===== src/rtl/rgb_pwm_ctrl.sv =====
// iomem-mapped three-channel PWM controller for the RGB LED driver, with shadowed duty updates.
// Define RGB_PWM_BREATHE_EN to add the triangle "breathing" envelope on CTRL[1].

module rgb_pwm_ctrl #(
    parameter int unsigned PWM_BITS = 8,
    parameter int unsigned PRESC_W  = 16,
    parameter logic [7:0]  ADDR_HI  = 8'h05
) (
    input  logic        clk,
    input  logic        reset,
    input  logic        iomem_valid,
    output logic        iomem_ready,
    input  logic [3:0]  iomem_wstrb,
    input  logic [31:0] iomem_addr,
    input  logic [31:0] iomem_wdata,
    output logic [31:0] iomem_rdata,
    output logic        pwm_r,
    output logic        pwm_g,
    output logic        pwm_b
);

    localparam int unsigned         PwmMax  = (1 << PWM_BITS) - 1;
    localparam logic [PWM_BITS-1:0] CntLast = PWM_BITS'(PwmMax - 1);

    typedef enum logic [1:0] {
        RegCtrl   = 2'd0,
        RegDuty   = 2'd1,
        RegPresc  = 2'd2,
        RegStatus = 2'd3
    } reg_sel_e;

    logic                en_q;
    logic [23:0]         shadow_q;
    logic [PRESC_W-1:0]  presc_q;
    logic [PRESC_W-1:0]  presc_cnt_q;
    logic [PWM_BITS-1:0] pwm_cnt_q;
    logic                pend_q;
    logic [15:0]         period_q;
    logic [PWM_BITS-1:0] act_r_q, act_g_q, act_b_q;
    logic [PWM_BITS-1:0] eff_r, eff_g, eff_b;

    logic                hit, wr, wr_ctrl, wr_duty, wr_presc;
    reg_sel_e            sel;
    logic                en_d;
    logic [23:0]         shadow_d;
    logic [PRESC_W-1:0]  presc_d;
    logic [31:0]         rd_word;
    logic                tick, boundary;
    logic                unused_bits;

    assign hit      = iomem_valid && !iomem_ready && (iomem_addr[31:24] == ADDR_HI);
    assign wr       = hit && (iomem_wstrb != 4'b0000);
    assign sel      = reg_sel_e'(iomem_addr[3:2]);
    assign wr_ctrl  = wr && (sel == RegCtrl);
    assign wr_duty  = wr && (sel == RegDuty);
    assign wr_presc = wr && (sel == RegPresc);

    assign tick     = en_q && (presc_cnt_q == presc_q);
    assign boundary = tick && (pwm_cnt_q == CntLast);

    assign unused_bits = ^{iomem_addr[23:4], iomem_addr[1:0], iomem_wdata[31:24]};

    // Byte-strobe merge of the write data into each register's next value.
    always_comb begin
        en_d     = iomem_wstrb[0] ? iomem_wdata[0] : en_q;
        shadow_d = shadow_q;
        presc_d  = presc_q;
        for (int i = 0; i < 24; i++) begin
            if (iomem_wstrb[i/8]) shadow_d[i] = iomem_wdata[i];
        end
        for (int i = 0; i < int'(PRESC_W); i++) begin
            if (iomem_wstrb[i/8]) presc_d[i] = iomem_wdata[i];
        end
    end

`ifdef RGB_PWM_BREATHE_EN
    logic                breathe_q;
    logic [7:0]          env_q;
    logic                env_down_q;
    logic [PWM_BITS-1:0] eff_r_q, eff_g_q, eff_b_q;
    logic [15:0]         prod_r, prod_g, prod_b;
    logic                unused_prod;

    assign prod_r      = 16'(act_r_q) * 16'(env_q);
    assign prod_g      = 16'(act_g_q) * 16'(env_q);
    assign prod_b      = 16'(act_b_q) * 16'(env_q);
    assign unused_prod = ^{prod_r, prod_g, prod_b};

    always_ff @(posedge clk) begin
        if (reset) begin
            breathe_q  <= 1'b0;
            env_q      <= 8'd0;
            env_down_q <= 1'b0;
            eff_r_q    <= '0;
            eff_g_q    <= '0;
            eff_b_q    <= '0;
        end else begin
            if (wr_ctrl && iomem_wstrb[0]) breathe_q <= iomem_wdata[1];
            if (!en_q || !breathe_q) begin
                env_q      <= 8'd0;
                env_down_q <= 1'b0;
            end else if (boundary) begin
                // Triangle: turn around at both ends rather than wrapping.
                if (env_down_q) begin
                    if (env_q == 8'd0) begin
                        env_down_q <= 1'b0;
                        env_q      <= 8'd1;
                    end else begin
                        env_q <= env_q - 8'd1;
                    end
                end else if (env_q == 8'hFF) begin
                    env_down_q <= 1'b1;
                    env_q      <= 8'hFE;
                end else begin
                    env_q <= env_q + 8'd1;
                end
            end
            eff_r_q <= breathe_q ? prod_r[PWM_BITS+7:8] : act_r_q;
            eff_g_q <= breathe_q ? prod_g[PWM_BITS+7:8] : act_g_q;
            eff_b_q <= breathe_q ? prod_b[PWM_BITS+7:8] : act_b_q;
        end
    end

    assign eff_r = eff_r_q;
    assign eff_g = eff_g_q;
    assign eff_b = eff_b_q;
`else
    assign eff_r = act_r_q;
    assign eff_g = act_g_q;
    assign eff_b = act_b_q;
`endif

    always_comb begin
        rd_word = '0;
        unique case (sel)
            RegCtrl: begin
                rd_word[0] = en_q;
`ifdef RGB_PWM_BREATHE_EN
                rd_word[1] = breathe_q;
`endif
            end
            RegDuty:  rd_word[23:0] = shadow_q;
            RegPresc: rd_word[PRESC_W-1:0] = presc_q;
            RegStatus: begin
                rd_word[PWM_BITS-1:0] = pwm_cnt_q;
                rd_word[8]            = pend_q;
`ifdef RGB_PWM_BREATHE_EN
                rd_word[15:9]         = env_q[7:1];
`endif
                rd_word[31:16]        = period_q;
            end
        endcase
    end

    always_ff @(posedge clk) begin
        if (reset) begin
            iomem_ready <= 1'b0;
            iomem_rdata <= '0;
            en_q        <= 1'b0;
            shadow_q    <= '0;
            presc_q     <= '0;
            presc_cnt_q <= '0;
            pwm_cnt_q   <= '0;
            pend_q      <= 1'b0;
            period_q    <= '0;
            act_r_q     <= '0;
            act_g_q     <= '0;
            act_b_q     <= '0;
            pwm_r       <= 1'b0;
            pwm_g       <= 1'b0;
            pwm_b       <= 1'b0;
        end else begin
            iomem_ready <= hit;
            if (hit)      iomem_rdata <= rd_word;
            if (wr_ctrl)  en_q        <= en_d;
            if (wr_duty)  shadow_q    <= shadow_d;
            if (wr_presc) presc_q     <= presc_d;

            if (!en_q) begin
                presc_cnt_q <= '0;
                pwm_cnt_q   <= '0;
            end else if (tick) begin
                presc_cnt_q <= '0;
                pwm_cnt_q   <= boundary ? '0 : pwm_cnt_q + PWM_BITS'(1);
            end else begin
                presc_cnt_q <= presc_cnt_q + PRESC_W'(1);
            end

            if (boundary) period_q <= period_q + 16'd1;

            // A boundary coincident with a DUTY write loads the pre-write shadow.
            if (!en_q || (boundary && pend_q)) begin
                act_b_q <= shadow_q[PWM_BITS-1:0];
                act_g_q <= shadow_q[8 +: PWM_BITS];
                act_r_q <= shadow_q[16 +: PWM_BITS];
            end

            if (wr_duty)                 pend_q <= 1'b1;
            else if (!en_q || boundary)  pend_q <= 1'b0;

            pwm_r <= en_q && (pwm_cnt_q < eff_r);
            pwm_g <= en_q && (pwm_cnt_q < eff_g);
            pwm_b <= en_q && (pwm_cnt_q < eff_b);
        end
    end

endmodule


===== config.mk =====
export PLATFORM = sky130hd
export DESIGN_NAME = rgb_pwm_ctrl
export DESIGN_NICKNAME = d
export VERILOG_FILES = /design/src/rtl/rgb_pwm_ctrl.sv
export SDC_FILE = /design/constraint.sdc
export NUM_CORES = 1
export LEC_CHECK = 0
export ABC_AREA = 1
export CAP_MARGIN = 20
export CORE_MARGIN = 1
export CORE_UTILIZATION = 55
export CTS_CLUSTER_DIAMETER = 60
export DETAILED_ROUTE_END_ITERATION = 10
export PLACE_DENSITY = 0.81
export REMOVE_ABC_BUFFERS = 1
export SETUP_SLACK_MARGIN = 0.3
export SLEW_MARGIN = 20
export SYNTH_ARGS = -nofsm -noshare
export SYNTH_HDL_FRONTEND = slang
export SYNTH_SLANG_ARGS = --single-unit

===== constraint.sdc =====
create_clock -name clk -period 2.31 [get_ports clk]
set_input_delay 0.231 -clock clk [delete_from_list [all_inputs] [get_ports clk]]
set_output_delay 0.231 -clock clk [all_outputs]
set_load 0.005 [all_outputs]

## Word level (Yosys, flattened, before mapping)

Cells that the tools add are included.

| word-level totals | value |
|---|---|
| register bits | 142 |

| cells by class | value |
|---|---|
| $add $sub $neg | 3 |
| order comparisons | 3 |
| eq/ne operators | 6 |
| multiplexer cells | 8 |
| bitwise gates (word level) | 1 |
| reductions and logical operators | 27 |

Operator list:

| cell | count |
|---|---|
| $add A16 B1 Y16 const B | 2 |
| $lt A8 B8 Y1 | 3 |
| $pmux W8 S3 | 1 |
| $eq A16 B16 Y1 | 1 |
| $mux W8 | 2 |
| $pmux W8 S2 | 1 |
| $pmux W7 S2 | 1 |
| $logic_and A1 B1 Y1 | 12 |
| $reduce_and A2 Y1 | 6 |
| $add A8 B1 Y8 const B | 1 |
| $eq A8 B3 Y1 const B | 1 |
| $eq A8 B8 Y1 const B | 1 |
| $eq A2 B2 Y1 const B | 2 |
| $pmux W1 S4 | 1 |
| $reduce_bool A4 Y1 | 1 |
| $reduce_or A3 Y1 | 1 |
| $eq A2 B1 Y1 const B | 1 |
| $logic_not A1 Y1 | 2 |
| $logic_not A2 Y1 | 1 |
| $logic_or A1 B1 Y1 | 2 |
| $mux W1 | 2 |
| $reduce_bool A2 Y1 | 1 |
| $reduce_or A2 Y1 | 1 |
| $not A1 Y1 | 1 |

## Longest topological paths before layout

| logic depth | value |
|---|---|
| word-level depth | 6 |
| mapped depth | 13 |
| mapped depth without buffers | 13 |

## Least setup slack after synthesis

No wires, ideal clock.

| path | value |
|---|---|
| path type | register to register |
| start | reg pwm_cnt_q[4] |
| end | reg act_b_q[1] |
| library setup time | 0.115 ns |
| arrival | 1.665 ns |
| data required time | 2.195 ns |
| path slack | 0.530 ns |
| cell stages (with the launch flop) | 10 |
| path buffers | 2 |
| period minus slack after synthesis | 1.780 ns |
| cells stage by stage | dfxtp_1 > nand2_1 > nor3_1 > nand4_1 > inv_2 > nand4_1 > buf_2 > buf_2 > a21oi_1 > nor2_1 |

| on the way | value |
|---|---|
| longest elaborated chain between the ends | 4 |

RTL lines:

| element | line | text |
|---|---|---|
| from (decl) | 36 | `logic [PWM_BITS-1:0] pwm_cnt_q;` |
| from (signal assigned) | 184 | `pwm_cnt_q <= boundary ? '0 : pwm_cnt_q + PWM_BITS'(1);` |
| $eq A8 B8 Y1 | 59 | `assign boundary = tick && (pwm_cnt_q == CntLast);` |
| $logic_and A1 B1 Y1 | 59 |  |
| $logic_and A1 B1 Y1 | 192 | `if (!en_q \|\| (boundary && pend_q)) begin` |
| $logic_or A1 B1 Y1 | 192 |  |
| to (signal assigned) | 193 | `act_b_q <= shadow_q[PWM_BITS-1:0];` |
| to (decl) | 39 | `logic [PWM_BITS-1:0] act_r_q, act_g_q, act_b_q;` |

No other way between the ends.
A chain may end at the register's enable or synchronous reset.

## Worst setup path after layout

| path | value |
|---|---|
| start | reg pwm_cnt_q[1] |
| end | reg act_b_q[5] |

The elaborated chain is that of the path after synthesis.

==> run_results.csv <==
group,metric,value,unit
status,status,"complete, no violations",
pwr,pwr-share-seq,0.471,
floorplanning,rows,41,
critical_path,cp-start-kind,"flip-flop",
sta,fin_crit,1855,ps
cts,clock-sinks,142,
min_path,min_path_type,"in2reg",
critical_path,end_kind,"flip-flop",
pwr,combPwrFrac,0.038,
critical_path,cp_common_cell,"nand4_1",
cts,clockBufferDepth,2,
cells_and_area,fillers,1078,
detailed_routing,drt-wirelength-per-cell,14.84,um
cts,htree_levels,4,
synth,synth.distinct_cells,34,
cells_and_area,synthToLayoutAreaGrowth,22.71,%
placed_design,portBuffers,76,
synth,ys_seq_area_frac,0.3994,
global_route,grt_first_pass_wirelength,30700,um
critical_path,crit_type,"reg2reg",
global_route,grt_max_degree,68,
cts,holdBufCountCts,0,
sta,fmax,539.2,MHz
cells_and_area,postLayoutCellArea,8735,sq um
floorplanning,io_pins,107,
critical_path,required,2630,ps
cells_and_area,postLayoutCoreUtil,0.6921,
placed_design,postPlaceCellArea,8170,sq um
synth,syn_area,7118,sq um
sta,finalSetupViolations,0,
detailed_routing,remaining_drc_errors,0,
cells_and_area,final_common_cell,"nand2_1",
cells_and_area,antenna_cells,0,
synth,synthArstFlopShare,0,
pwr,p_sw,1117,uW
placed_design,gp_congestion,0.9061,
global_route,track_usage,0.2975,
critical_path,crit_path_max_fanout,20,
detailed_routing,dr_total_vias,6955,
sta,worst_pin_slew,689.9,ps
pwr,power.density,595.9,nW/um^2
floorplanning,die_area,13400,sq um
synth,synth_top_cell_by_area,"dfxtp_1",
placed_design,dp.cells,1243,
pwr,p_int,4088,uW
cts,tritoncts,"done",
synth,syn_inst,1006,
cells_and_area,drive_above_1_share,0.07895,
cts,clk_pin_slew,60,ps
global_route,antenna_found_initial,0,
cells_and_area,stdcell_count,1274,
detailed_routing,ant_nets,0,
pwr,pwr-share-clk,0.491,
detailed_routing,first_pass_iters,8,
floorplanning,initial_utilization,0.5640,
synth,synth_top_area_frac,0.3994,
detailed_routing,wirelength,18910,um
pwr,p_leak,0.003476,uW
sta,drv_slew,0,
cts,cts-root-buf,"clkbuf_16",
critical_path,critical-path-slowest-cell,"dfxtp_1",
synth,yosys_warnings,0,
pwr,swShare,0.2145,
critical_path,slowest_delay,530,ps
synth,syn_area_per_cell,7.076,sq um
floorplanning,die_x,115.8,um
cells_and_area,final_cell_mix,"188 x nand2_1, 140 x nor2_1, 139 x dfxtp_1, 99 x inv_1, 95 x nand3_1",
cells_and_area,fin_nets,1191,
detailed_routing,drtIter0Drc,692,
pwr,irDropWorstVdd,0.4627,mV
critical_path,path_cells,"ha_1, nand4_1, inv_2, nand4_1, buf_4, a21oi_1, nor2_1",
sta,hold_viol_final,0,
synth,yosys-top-cells-area,"dfxtp_1 40%, nand2_1 9.9%, nor2_1 7.4%, nand3_1 6.7%, a21oi_1 5.6%",
floorplanning,die_h,115.8,um
sta,rsz0062_at_grt,"yes",
synth,synth_seq_cells,142,
sta,fin_crit_sh,0.8028,
placed_design,dpl.hpwl,13180,um
global_route,grt_pass1_vias,6351,
sta,finalClockSkew,5.929,ps
global_route,grt-ovfl-total,0,
floorplanning,design.core.area,12620,sq um
run,maxCapViolCount,0,
synth,synth_edf_count,0,
critical_path,crit_arrival,2180,ps
synth,synth_ff_type,"dfxtp_1",
cts,clock_latency,430,ps
detailed_routing,routed_via_density,5.459,
sta,slew_headroom,0.5401,
cts,cts_buffers,17,
critical path, delay by kind of cell (launching register included):
kind	cells	cell delay, ps
buf+inv	2	410
flops	1	530
simple gates	3	420
fa+ha+maj	1	220
compound gates	1	160
sequential cells by signal, indices dropped and copies added, names as in the netlist, 8 cells and up:
name         count
presc_cnt_q     16
iomem_rdata     32
shadow_q        24
presc_q         16
act_b_q          8
act_g_q          8
period_q        16
pwm_cnt_q        8
act_r_q          8
through the flow:
| stage | setup TNS (ps) | hold WS, ps | total power, uW | worst slack [ps] |
|---|---|---|---|---|
| 4_1_cts | 0 | 389.2 | 5209 | 384.3 |
| 5_1_grt | 0 | 405.5 | 5344 | 219.7 |
| 2_1_floorplan | -39700 | 300.1 | 2561 | -1328 |
| 6_report | 0 | 389.4 | 5205 | 455.5 |
| 3_5_place_dp | 0 | 462.0 | 2696 | 176.9 |
| 3_3_place_gp | 0 | 452.5 | 2695 | 215.6 |
synth_stat cells, drive strengths merged, types with 2 or more instances:
cell type	instances
xor2	19
o211ai	5
nand4	28
and2	2
nor2	144
o31ai	7
dfxtp	142
ha	30
nand3	100
o221ai	4
nor3	21
o21a	18
buf	21
o22ai	7
a21oi	80
nor3b	2
o21ai	38
a311oi	8
nor4	4
xnor2	2
clkbuf	21
inv	112
nand2	188
final cells by class:
type                    count  area [sq um]  share of cell area
well taps                 172         215.2             0.02464
flip-flops and latches    142          2846              0.3259
repair buffers            107          1010              0.1156
multi-input cells         709          3695              0.4230
inverters                 113         424.2             0.04856
clock inverters             7         62.56            0.007162
clock buffers              24         481.7             0.05515
power groups by stage:
stage               sequential [uW]  clock (uW)  combinational [uW]
global placement               2500           0                 191
finish                         2450        2560                 197
global route                   2450        2690                 208
detailed placement             2500           0                 191
floorplan                      2500           0                57.3
CTS                            2450        2570                 193
final timing paths:
| kind | from | end | slack [ps] | cells past startpoint |
|---|---|---|---|---|
| hold reg to reg | iomem_rdata[3]$_SDFFE_PP0N_ | iomem_rdata[3]$_SDFFE_PP0N_ | 470 | 2 |
| setup / recovery | pwm_cnt_q[1]$_SDFFE_PP0P_ | act_b_q[5]$_SDFFE_PP0P_ | 460 | 7 |
| setup reg to reg | pwm_cnt_q[1]$_SDFFE_PP0P_ | act_b_q[5]$_SDFFE_PP0P_ | 460 | 7 |
| hold / removal | iomem_wdata[17] | shadow_q[17]$_SDFFE_PP0P_ | 390 | 3 |
what timing repair did:
item | CTS | global route
resized for setup | 0 | 7
endpoints found under the setup margin | 0 | 58
setup buffers | 0 | 0
cell families after synthesis:
group           after synthesis  share of synthesized area
xor+xnor                     21                    0.02584
simple gates                490                     0.3022
buf+inv                     155                    0.08349
compound gates              168                     0.1364
flops                       142                     0.3994
fa+ha+maj                    30                    0.05273
routing by layer:
layer / track usage / up-vias / routed length (um)
met2: 0.4861 / 242 / 8698
met3: 0.06799 / 35 / 1259
met4: 0.1111 / 0 / 399
li1: - / 3502 / -
met5: 0 / - / 0
met1: 0.3835 / 3176 / 8552
No activity file was read; power rests on OpenSTA's default activity.
